==> src/rtl/quantize_block_if.sv <==
// Block-level bus between the DCT stage and the forward quantizer:
// the start request with its coefficient block, and the quantized result with its status.
interface quantize_block_if #(
  parameter int BLOCK_SIZE  = 8,
  parameter int DCT_WIDTH   = 16,
  parameter int COEFF_WIDTH = 9
);
  logic                          start_block;
  logic signed [DCT_WIDTH-1:0]   dct_coeffs       [BLOCK_SIZE][BLOCK_SIZE];
  logic signed [COEFF_WIDTH-1:0] quantized_coeffs [BLOCK_SIZE][BLOCK_SIZE];
  logic                          block_done;
  logic                          busy;

  modport master (
    output start_block,
    output dct_coeffs,
    input  quantized_coeffs,
    input  block_done,
    input  busy
  );

  modport slave (
    input  start_block,
    input  dct_coeffs,
    output quantized_coeffs,
    output block_done,
    output busy
  );
endinterface

==> src/rtl/quantize_block.sv <==
// Sequential forward quantizer: one coefficient per cycle through a 2-stage pipeline,
// dividing by the JPEG luminance table with round-half-away-from-zero and saturation.
module quantize_block #(
  parameter int BLOCK_SIZE  = 8,
  parameter int DCT_WIDTH   = 16,
  parameter int COEFF_WIDTH = 9
) (
  input  logic             clk,
  input  logic             rst_n,
  quantize_block_if.slave  bus
);
  localparam int NUM   = BLOCK_SIZE * BLOCK_SIZE;
  localparam int AW    = DCT_WIDTH + 1;
  localparam int SHIFT = AW + 7;
  localparam int PW    = AW + SHIFT;
  localparam logic [AW-1:0] POS_LIM = AW'((1 << (COEFF_WIDTH - 1)) - 1);
  localparam logic [AW-1:0] NEG_LIM = AW'(1 << (COEFF_WIDTH - 1));

  localparam int QTABLE [NUM] = '{
    16,  11,  10,  16,  24,  40,  51,  61,
    12,  12,  14,  19,  26,  58,  60,  55,
    14,  13,  16,  24,  40,  57,  69,  56,
    14,  17,  22,  29,  51,  87,  80,  62,
    18,  22,  37,  56,  68, 109, 103,  77,
    24,  35,  55,  64,  81, 104, 113,  92,
    49,  64,  78,  87, 103, 121, 120, 101,
    72,  92,  95,  98, 112, 100, 103,  99
  };

  typedef enum logic [1:0] {IDLE, RUN, DRAIN} state_t;

  state_t                        r_state;
  logic [5:0]                    r_cnt;
  logic                          r_busy;
  logic                          r_done;
  logic                          r_v;
  logic [5:0]                    r_k;
  logic signed [DCT_WIDTH-1:0]   r_x;
  logic [SHIFT-1:0]              r_recip;
  logic [6:0]                    r_half;
  logic signed [DCT_WIDTH-1:0]   r_inBuf  [NUM];
  logic [COEFF_WIDTH-1:0]        r_resBuf [NUM];

  logic [SHIFT-1:0]              w_recipRom [NUM];
  logic [6:0]                    w_halfRom  [NUM];
  logic                          w_accept;
  logic                          w_neg;
  logic [AW-1:0]                 w_ext;
  logic [AW-1:0]                 w_abs;
  logic [AW-1:0]                 w_num;
  logic [PW-1:0]                 w_prod;
  logic [AW-1:0]                 w_mag;
  logic [COEFF_WIDTH-1:0]        w_sat;
  logic [COEFF_WIDTH-1:0]        w_finalBuf [NUM];

  // Reciprocal ceil(2^SHIFT/Q): numerator < 2^AW and error < Q < 2^7 keeps N*m>>SHIFT exact.
  for (genvar g = 0; g < NUM; g++) begin : g_rom
    assign w_recipRom[g] = SHIFT'(((64'd1 << SHIFT) + 64'(QTABLE[g]) - 64'd1) / 64'(QTABLE[g]));
    assign w_halfRom[g]  = 7'(QTABLE[g] / 2);
  end

  assign w_accept       = (r_state == IDLE) && bus.start_block;
  assign bus.busy       = r_busy;
  assign bus.block_done = r_done;

  always_comb begin
    w_neg  = r_x[DCT_WIDTH-1];
    w_ext  = {r_x[DCT_WIDTH-1], r_x};
    w_abs  = w_neg ? (~w_ext + AW'(1)) : w_ext;
    w_num  = w_abs + AW'(r_half);
    w_prod = PW'(w_num) * PW'(r_recip);
    w_mag  = AW'(w_prod >> SHIFT);
    if (!w_neg) begin
      w_sat = (w_mag > POS_LIM) ? COEFF_WIDTH'(POS_LIM) : COEFF_WIDTH'(w_mag);
    end else begin
      w_sat = (w_mag > NEG_LIM) ? COEFF_WIDTH'(-NEG_LIM) : COEFF_WIDTH'(-w_mag);
    end
  end

  // The last result bypasses the buffer so the published block is complete on the done edge.
  always_comb begin
    for (int i = 0; i < NUM; i++) w_finalBuf[i] = r_resBuf[i];
    if (r_v) w_finalBuf[r_k] = w_sat;
  end

  always_ff @(posedge clk or negedge rst_n) begin
    if (!rst_n) begin
      r_state <= IDLE;
      r_cnt   <= '0;
      r_busy  <= 1'b0;
      r_done  <= 1'b0;
      r_v     <= 1'b0;
      for (int r = 0; r < BLOCK_SIZE; r++)
        for (int c = 0; c < BLOCK_SIZE; c++)
          bus.quantized_coeffs[r][c] <= '0;
    end else begin
      r_done <= 1'b0;
      r_v    <= 1'b0;
      case (r_state)
        IDLE: begin
          if (bus.start_block) begin
            r_state <= RUN;
            r_busy  <= 1'b1;
            r_cnt   <= '0;
          end
        end
        RUN: begin
          r_v   <= 1'b1;
          r_cnt <= r_cnt + 6'd1;
          if (r_cnt == 6'(NUM - 1)) r_state <= DRAIN;
        end
        DRAIN: begin
          r_state <= IDLE;
          r_busy  <= 1'b0;
          r_done  <= 1'b1;
          for (int r = 0; r < BLOCK_SIZE; r++)
            for (int c = 0; c < BLOCK_SIZE; c++)
              bus.quantized_coeffs[r][c] <= w_finalBuf[r * BLOCK_SIZE + c];
        end
        default: r_state <= IDLE;
      endcase
    end
  end

  always_ff @(posedge clk) begin
    if (w_accept) begin
      for (int r = 0; r < BLOCK_SIZE; r++)
        for (int c = 0; c < BLOCK_SIZE; c++)
          r_inBuf[r * BLOCK_SIZE + c] <= bus.dct_coeffs[r][c];
    end
    if (r_state == RUN) begin
      r_x     <= r_inBuf[r_cnt];
      r_k     <= r_cnt;
      r_recip <= w_recipRom[r_cnt];
      r_half  <= w_halfRom[r_cnt];
    end
    if (r_v) r_resBuf[r_k] <= w_sat;
  end
endmodule

==> src/flat_wrapper.sv <==
// flat-port wrapper written by rule: the top's interface ports become plain ports
module quantize_block_flat 
#(
  parameter int BLOCK_SIZE  = 8,
  parameter int DCT_WIDTH   = 16,
  parameter int COEFF_WIDTH = 9
)
  (clk, rst_n, bus_start_block, bus_dct_coeffs, bus_quantized_coeffs, bus_block_done, bus_busy);
  quantize_block_if #(.BLOCK_SIZE(BLOCK_SIZE), .DCT_WIDTH(DCT_WIDTH), .COEFF_WIDTH(COEFF_WIDTH)) bus_i ();
  input  logic clk;
  input  logic rst_n;
  input wire logic [$bits(bus_i.start_block)-1:0] bus_start_block;
  input wire logic [$bits(bus_i.dct_coeffs)-1:0] bus_dct_coeffs;
  output wire logic [$bits(bus_i.quantized_coeffs)-1:0] bus_quantized_coeffs;
  output wire logic [$bits(bus_i.block_done)-1:0] bus_block_done;
  output wire logic [$bits(bus_i.busy)-1:0] bus_busy;
  assign bus_i.start_block = bus_start_block;
  assign bus_i.dct_coeffs = {>>{bus_dct_coeffs}};
  assign bus_quantized_coeffs = {>>{bus_i.quantized_coeffs}};
  assign bus_block_done = bus_i.block_done;
  assign bus_busy = bus_i.busy;
  quantize_block #(.BLOCK_SIZE(BLOCK_SIZE), .DCT_WIDTH(DCT_WIDTH), .COEFF_WIDTH(COEFF_WIDTH)) u_core (.clk(clk), .rst_n(rst_n), .bus(bus_i));
endmodule
==> config.mk <==
export PLATFORM = sky130hd
export DESIGN_NAME = quantize_block_flat
export DESIGN_NICKNAME = d
export VERILOG_FILES = /design/src/rtl/quantize_block_if.sv /design/src/rtl/quantize_block.sv /design/src/flat_wrapper.sv
export SDC_FILE = /design/constraint.sdc
export NUM_CORES = 2
export LEC_CHECK = 0
export CORE_AREA = 2 2 618 620
export CTS_CLUSTER_DIAMETER = 50
export DETAILED_ROUTE_END_ITERATION = 8
export DIE_AREA = 0 0 620 622
export PLACE_DENSITY_LB_ADDON = 0.15
export RECOVER_POWER = 25
export SLEW_MARGIN = 20
export SYNTH_ARGS = -nofsm -noshare
export SYNTH_HDL_FRONTEND = slang
export SYNTH_SLANG_ARGS = --single-unit
export TNS_END_PERCENT = 20
==> constraint.sdc <==
create_clock -name clk -period 28.8 [get_ports clk]
set_input_delay 4.32 -clock clk [delete_from_list [all_inputs] [get_ports clk]]
set_output_delay 4.32 -clock clk [all_outputs]
set_load 0.02 [all_outputs]
After elaboration in Yosys (flattened, before gate mapping)
Memory sizes are Yosys's and may differ from the RTL's. A register that Yosys moved wholly into a read port is not among the register bits. Index checks and enable logic that the tools add are counted.

Bitwise logic cells: 3. Order comparisons: 4. Muxes and demuxes: 21. Div/mod/pow operators: 0. $add $sub $neg: 4. Reduce and logical (&&, ||, !) cells: 8. Shift-type cells: 0. Multiply operators: 1. Equal/unequal tests: 5.

Operators with widths (number): bitwise mux 576 bit (1); two-way mux 576 bit (1); demux 9 bit (select 6 bit) (1); multiplier 17 x 24 -> 41 bit (1); two-way mux 9 bit (4); adder 17 x 1 -> 17 bit, second input constant (1); adder 17 x 7 -> 17 bit (1); > comparator 17 x 8 -> 1 bit, second input constant (1); > comparator 17 x 9 -> 1 bit, second input constant (1); two-way mux 17 bit (1); NOT 17 bit (1); NOT 6 -> 7 bit (2); case mux 6 bit (2 select lines) (1); negator 9 bit (1); greater-or-equal comparator 7 bit, second input constant (1); < comparator 7 x 1 -> 1 bit, second input constant (1); two-way mux 1 bit (7); adder 6 x 1 -> 6 bit, second input constant (1); equality test 6 bit, second input constant (1); two-way mux 6 bit (1); AND reduction 2 bit (3); two-way mux 2 bit (2); case mux 2 bit (2 select lines) (1); nonzero test 2 bit (2); other kinds (7) (8).

RAM bits: 1600. Bits in read-only memories: 1984. Logic and storage cells: 120. Register bits: 593. Input port bits: 1027. Memories kept: 4. Bits in latches: 0. Output and inout port bits: 578.

Memory list: (no name shown) (words 64, bits a word 24, read ports 1, clocked after Yosys merged registers in 1, wr ports 0, line quantize_block.sv:134) `r_recip <= w_recipRom[r_cnt];`; u_core.r_inBuf (words 64, bits a word 16, read ports 1, clocked after Yosys merged registers in 1, wr ports 64, line quantize_block.sv:41) `logic signed [DCT_WIDTH-1:0] r_inBuf [NUM];`; u_core.r_resBuf (words 64, bits a word 9, read ports 64, clocked after Yosys merged registers in 0, wr ports 1, line quantize_block.sv:42) `logic [COEFF_WIDTH-1:0] r_resBuf [NUM];`; (no name shown) (words 64, bits a word 7, read ports 1, clocked after Yosys merged registers in 1, wr ports 0, line quantize_block.sv:135) `r_half <= w_halfRom[r_cnt];`.

Logic depth before layout (Yosys ltp)
Word-level depth: 10. Gate-level depth with buffers: 45. Depth with buffers taken out: 40.

Worst setup path before layout
No wires, ideal clock.

Path type: input port to flip-flop. Start: input bus_start_block. End: memory u_core.r_inBuf[0][0], enable pin. Buffers on the path: 0. Arrival: 24.144 ns. Slack: 3.295 ns. Required time: 27.439 ns. Cell stages on the path: 2. Path through: nand3b_1 > inv_1.

RTL lines: start, declared (line flat_wrapper.sv:12) `input wire logic [$bits(bus_i.start_block)-1:0] bus_start_block;`; end, declared (line quantize_block.sv:41).

Worst setup path in the final report
Start: register u_core.r_x[15] (read register of u_core.r_inBuf). End: memory u_core.r_resBuf[10][6] (data pin).

Cells in the longest elaborated chain, start to end: 8. Elaborated cells between the ends (all ways): 11. Those cells by class: add/sub: 3; mul: 1; order compare: 2; mux: 4; bitwise: 1.

Ends and longest elaborated chain: start, declared (line quantize_block.sv:38) `logic signed [DCT_WIDTH-1:0] r_x;`; NOT 17 bit (line quantize_block.sv:69) `w_abs = w_neg ? (~w_ext + AW'(1)) : w_ext;`; adder 17 x 1 -> 17 bit (line quantize_block.sv:69); two-way mux 17 bit (line quantize_block.sv:69); adder 17 x 7 -> 17 bit (line quantize_block.sv:70) `w_num = w_abs + AW'(r_half);`; multiplier 17 x 24 -> 41 bit (line quantize_block.sv:71) `w_prod = PW'(w_num) * PW'(r_recip);`; > comparator 17 x 8 -> 1 bit (tied with other cells) (line quantize_block.sv:74) `w_sat = (w_mag > POS_LIM) ? COEFF_WIDTH'(POS_LIM) : COEFF_WIDTH'(w_mag);`; two-way mux 9 bit, on equally long branches (line quantize_block.sv:74, quantize_block.sv:76); two-way mux 9 bit * (line quantize_block.sv:73) `if (!w_neg) begin`; named net u_core.w_sat[6] (line quantize_block.sv:53) `logic [COEFF_WIDTH-1:0] w_sat;`; end, declared (line quantize_block.sv:42).

Mark *: on every way through the listed nets, which the timed path passes. The rest lies on a longest branch.

==> implementation parameters <==
Parameter                              Value

Outcome
  Outcome    complete, but fails checks
  Failing checks    capacitance limit, slew limit

Global route
  Global-route usage over all layers    between 20% and 30%
  Antenna violations before repair    262
  Maximum number of pins on one net before global-route repair    about 200
  First-pass GRT wire length    602 mm
  Overall overflow remaining after global route    0
  Vias in the first global route    71,700

Floorplan
  Die width    620 um
  Top Ports    between 1,500 and 2,000
  Vertical die dimension    between 600 and 700 um
  Core Rows    226
  Initial core utilization    a little over a quarter
  Floorplan core area    378,000 um2
  Floorplan die area    386,000 um2

Drt
  Antenna Nets Post-Route    0
  Average detailed-routed wire length per instance    30.6 um
  Count of vias placed by the detailed router    69,600
  DRC violations left    0
  Total wire length after detailed routing    438 mm
  Number of detailed-route iterations in the first pass    6
  Initial detailed-routing violation count    about 6,500
  Routed vias/inst    just under 5

Clocking
  Number of buffers inserted during clock tree synthesis    ~320
  Clock tree root buffer cell    sky130_fd_sc_hd__clkbuf_16
  PostCTS Resize Cnt    0
  Clock buffer depth    4
  Number of H-tree levels    5
  Hold Buf Count CTS    0
  CTS tree    built
  Post-CTS Setup Inserts    0
  Register clock-pin slew on the reported worst setup and hold paths    0.06 ns
  Clock sinks    2,236
  Clock latency on the worst-skew pair    0.92 ns

Final layout
  Count of nets after finishing    around 10,000
  Layout overhead on the synthesized area    32.9%
  Ratio of cells with drive above 1 in the final layout    between 10% and 20%
  Total of fill cells in the finished design    37,000

Critical path
  Maximum fanout along the worst path    33
  Sort of element at the start of the critical path    flop
  Most frequent CP cell    sky130_fd_sc_hd__fa_1
  Worst-path cell with the longest stage delay    sky130_fd_sc_hd__edfxtp_1
  Worst EP required    29.36 ns
  Worst Path Class, Setup    flop to flop
  Crit-path max cell delay    1.01 ns
  Arrival time of data at the critical path endpoint    13.36 ns
  Critical path buffer and inverter count    7
  Worst path top cell family by delay    adder cells
  Endpoint kind of the worst setup timing path    flop

Flow run
  Number of max-capacitance violations reported    12

Logic synthesis
  Gate count of the mapped netlist    7,295
  Most numerous cell types in the synthesized netlist    sky130_fd_sc_hd__edfxtp_1 (1,649), sky130_fd_sc_hd__a21oi_1 (827), sky130_fd_sc_hd__nand2_1 (730)
  Post-synthesis cell type count    93
  Number of enable flip-flop cells after synthesis    1,649
  Share of synthesized cell area in full adder, half adder and majority cells    7.53%
  Proportion of synthesized chip area in sequential cells    64.4%
  Area contributors post-synth    sky130_fd_sc_hd__edfxtp_1 (50%), sky130_fd_sc_hd__dfrtp_1 (15%), sky130_fd_sc_hd__fa_1 (5.7%)
  Xor-xnor portion of the synthesized cell area    0.359%
  Compound-gate portion of the synthesized area    9.21%
  Mapped Avg Cell Area    13.7 um2
  Most common cell in the synthesized netlist    sky130_fd_sc_hd__edfxtp_1
  Post-synthesis instance area    99,700 um2
  Top_reg_cell synth    sky130_fd_sc_hd__edfxtp_1
  Yosys warnings    0
  Area share of the leading cell type in the synthesized netlist    between 40 and 50%
  Share of synthesized area spent on multiplexers    6.49%
  Largest family of logic cells by synthesized area    compound AO/OA/AOI/OAI gates
  Proportion of register bits with asynchronous set or reset after synthesis    between 20% and 30%
  Cell type contributing the most total cell area after synthesis    sky130_fd_sc_hd__edfxtp_1
  Area share of and/or/nand/nor cells after synthesis    8.18%
  Number of synthesized register bits    around 2,200

STA
  Shortest clock period the worst path allows after layout    12.80 ns
  Max-slew violation count    between 400 and 500
  Period utilisation layout    between 40% and 50%
  Worst-Margin Slew    around 7 ns
  Relative slew slack    -368%
  Final setup viols    0
  Total negative setup slack    0 ns
  Clock skew after layout    0.0927 ns
  Highest attainable clock frequency    78.1 MHz
  Hold Fails Final Rpt    0
  RSZ-0062 raised after global routing    no

Worst hold path
  Class of the tightest hold or removal check    flop to flop

Place
  Final weighted congestion in routability-driven placement    0.865
  Placed wire-length estimate after detailed placement    322 mm
  PortBufs    1,604
## per-layer routing
metal	up-vias	global-route usage, %	part of all wire, %
met1	35800	26.7	39
met5	-	0	0.18
met2	2720	39.1	50
met3	812	4.79	6.5
met4	126	8.06	4.2
li1	30100	-	-
## flip-flops by register name, indices dropped and copies added, names as in the netlist, 2 cells and up
signal,flops
u_core.r_inBuf,1024
u_core.bus.quantized_coeffs,576
u_core.r_resBuf,576
u_core.r_recip,21
u_core.r_x,16
u_core.r_cnt,6
u_core.r_half,6
u_core.r_k,6
u_core.r_state,2
## metrics by stage
step / std cells / hold slack (ns) / setup slack, ns / instance area [um2] / util [%]
2_1_floorplan: 7315 / 0.423 / 3.30 / 99800 / -
3_3_place_gp: 13600 / 0.474 / 16.04 / 121000 / 32.1
3_5_place_dp: 13600 / 0.480 / 15.97 / 121000 / 32.1
4_1_cts: 14200 / 0.492 / 15.91 / 132000 / 35.0
5_1_grt: 14300 / 0.504 / 15.21 / 132000 / 35.0
6_report: 14300 / 0.480 / 16.00 / 133000 / 35.0
## worst min-delay path: cells and delay by family (launching register included)
| family | cells | cell delay (ns) |
|---|---|---|
| AND/OR/NAND/NOR | 1 | 0.14 |
| AO/OA/AOI/OAI | 2 | 0.09 |
| flip-flops | 1 | 0.31 |
## final timing paths
| check | from | end | slack (ns) | depth (start not counted) |
|---|---|---|---|---|
| min in group asynchronous | rst_n | u_core.bus.quantized_coeffs[274]$_DFFE_PN0P_ | 5.06 | 1 |
| hold reg to reg | u_core.r_resBuf[19][6]$_DFFE_PP_ | u_core.bus.quantized_coeffs[402]$_DFFE_PN0P_ | 0.48 | 3 |
| hold / removal | u_core.r_resBuf[19][6]$_DFFE_PP_ | u_core.bus.quantized_coeffs[402]$_DFFE_PN0P_ | 0.48 | 3 |
| setup / recovery | u_core.r_x[15]$_DFFE_PP_ | u_core.r_resBuf[10][6]$_DFFE_PP_ | 16.00 | 33 |
| setup reg to reg | u_core.r_x[15]$_DFFE_PP_ | u_core.r_resBuf[10][6]$_DFFE_PP_ | 16.00 | 33 |
| max in group asynchronous | rst_n | u_core.r_cnt[5]$_DFFE_PN0P_ | 19.82 | 3 |
## cell type report
type / instances / area [um2] / area share (%)
antenna: 80 / 200 / 0.151
clock inverter: 188 / 2200 / 1.66
clock buffer: 403 / 8730 / 6.59
tap: 5016 / 6280 / 4.74
multi-input combinational: 4190 / 32000 / 24.2
inverter: 472 / 1790 / 1.35
sequential: 2236 / 64200 / 48.5
timing repair buffer: 1736 / 17100 / 12.9
## layout by cell type (no fill, tap or decap), types with 200 or more instances in the layout
cell type                         instances
sky130_fd_sc_hd__nand2_1                727
sky130_fd_sc_hd__inv_1                  458
sky130_fd_sc_hd__mux4_2                 236
sky130_fd_sc_hd__nor2_1                 267
sky130_fd_sc_hd__o21ai_1                200
sky130_fd_sc_hd__fa_1                   284
sky130_fd_sc_hd__clkdlybuf4s50_1       1064
sky130_fd_sc_hd__a21oi_1                827
sky130_fd_sc_hd__dlygate4sd3_1          539
sky130_fd_sc_hd__edfxtp_1              1649
sky130_fd_sc_hd__clkbuf_16              331
sky130_fd_sc_hd__and3_1                 457
sky130_fd_sc_hd__dfrtp_1                585
sky130_fd_sc_hd__o21ai_0                307
## kinds of logic after synthesis
kind of cell | after synthesis
muxes | 351
buffers and inverters | 889
other | 2
xor gates and xnor gates | 40
AOI/OAI and AO/OA | 1637
adders and majority gates | 430
DFF | 2236
and+or+nand+nor | 1710
Power is not shown: default switching activity piles up to over one toggle a cycle in this logic, so the estimate is an artifact.
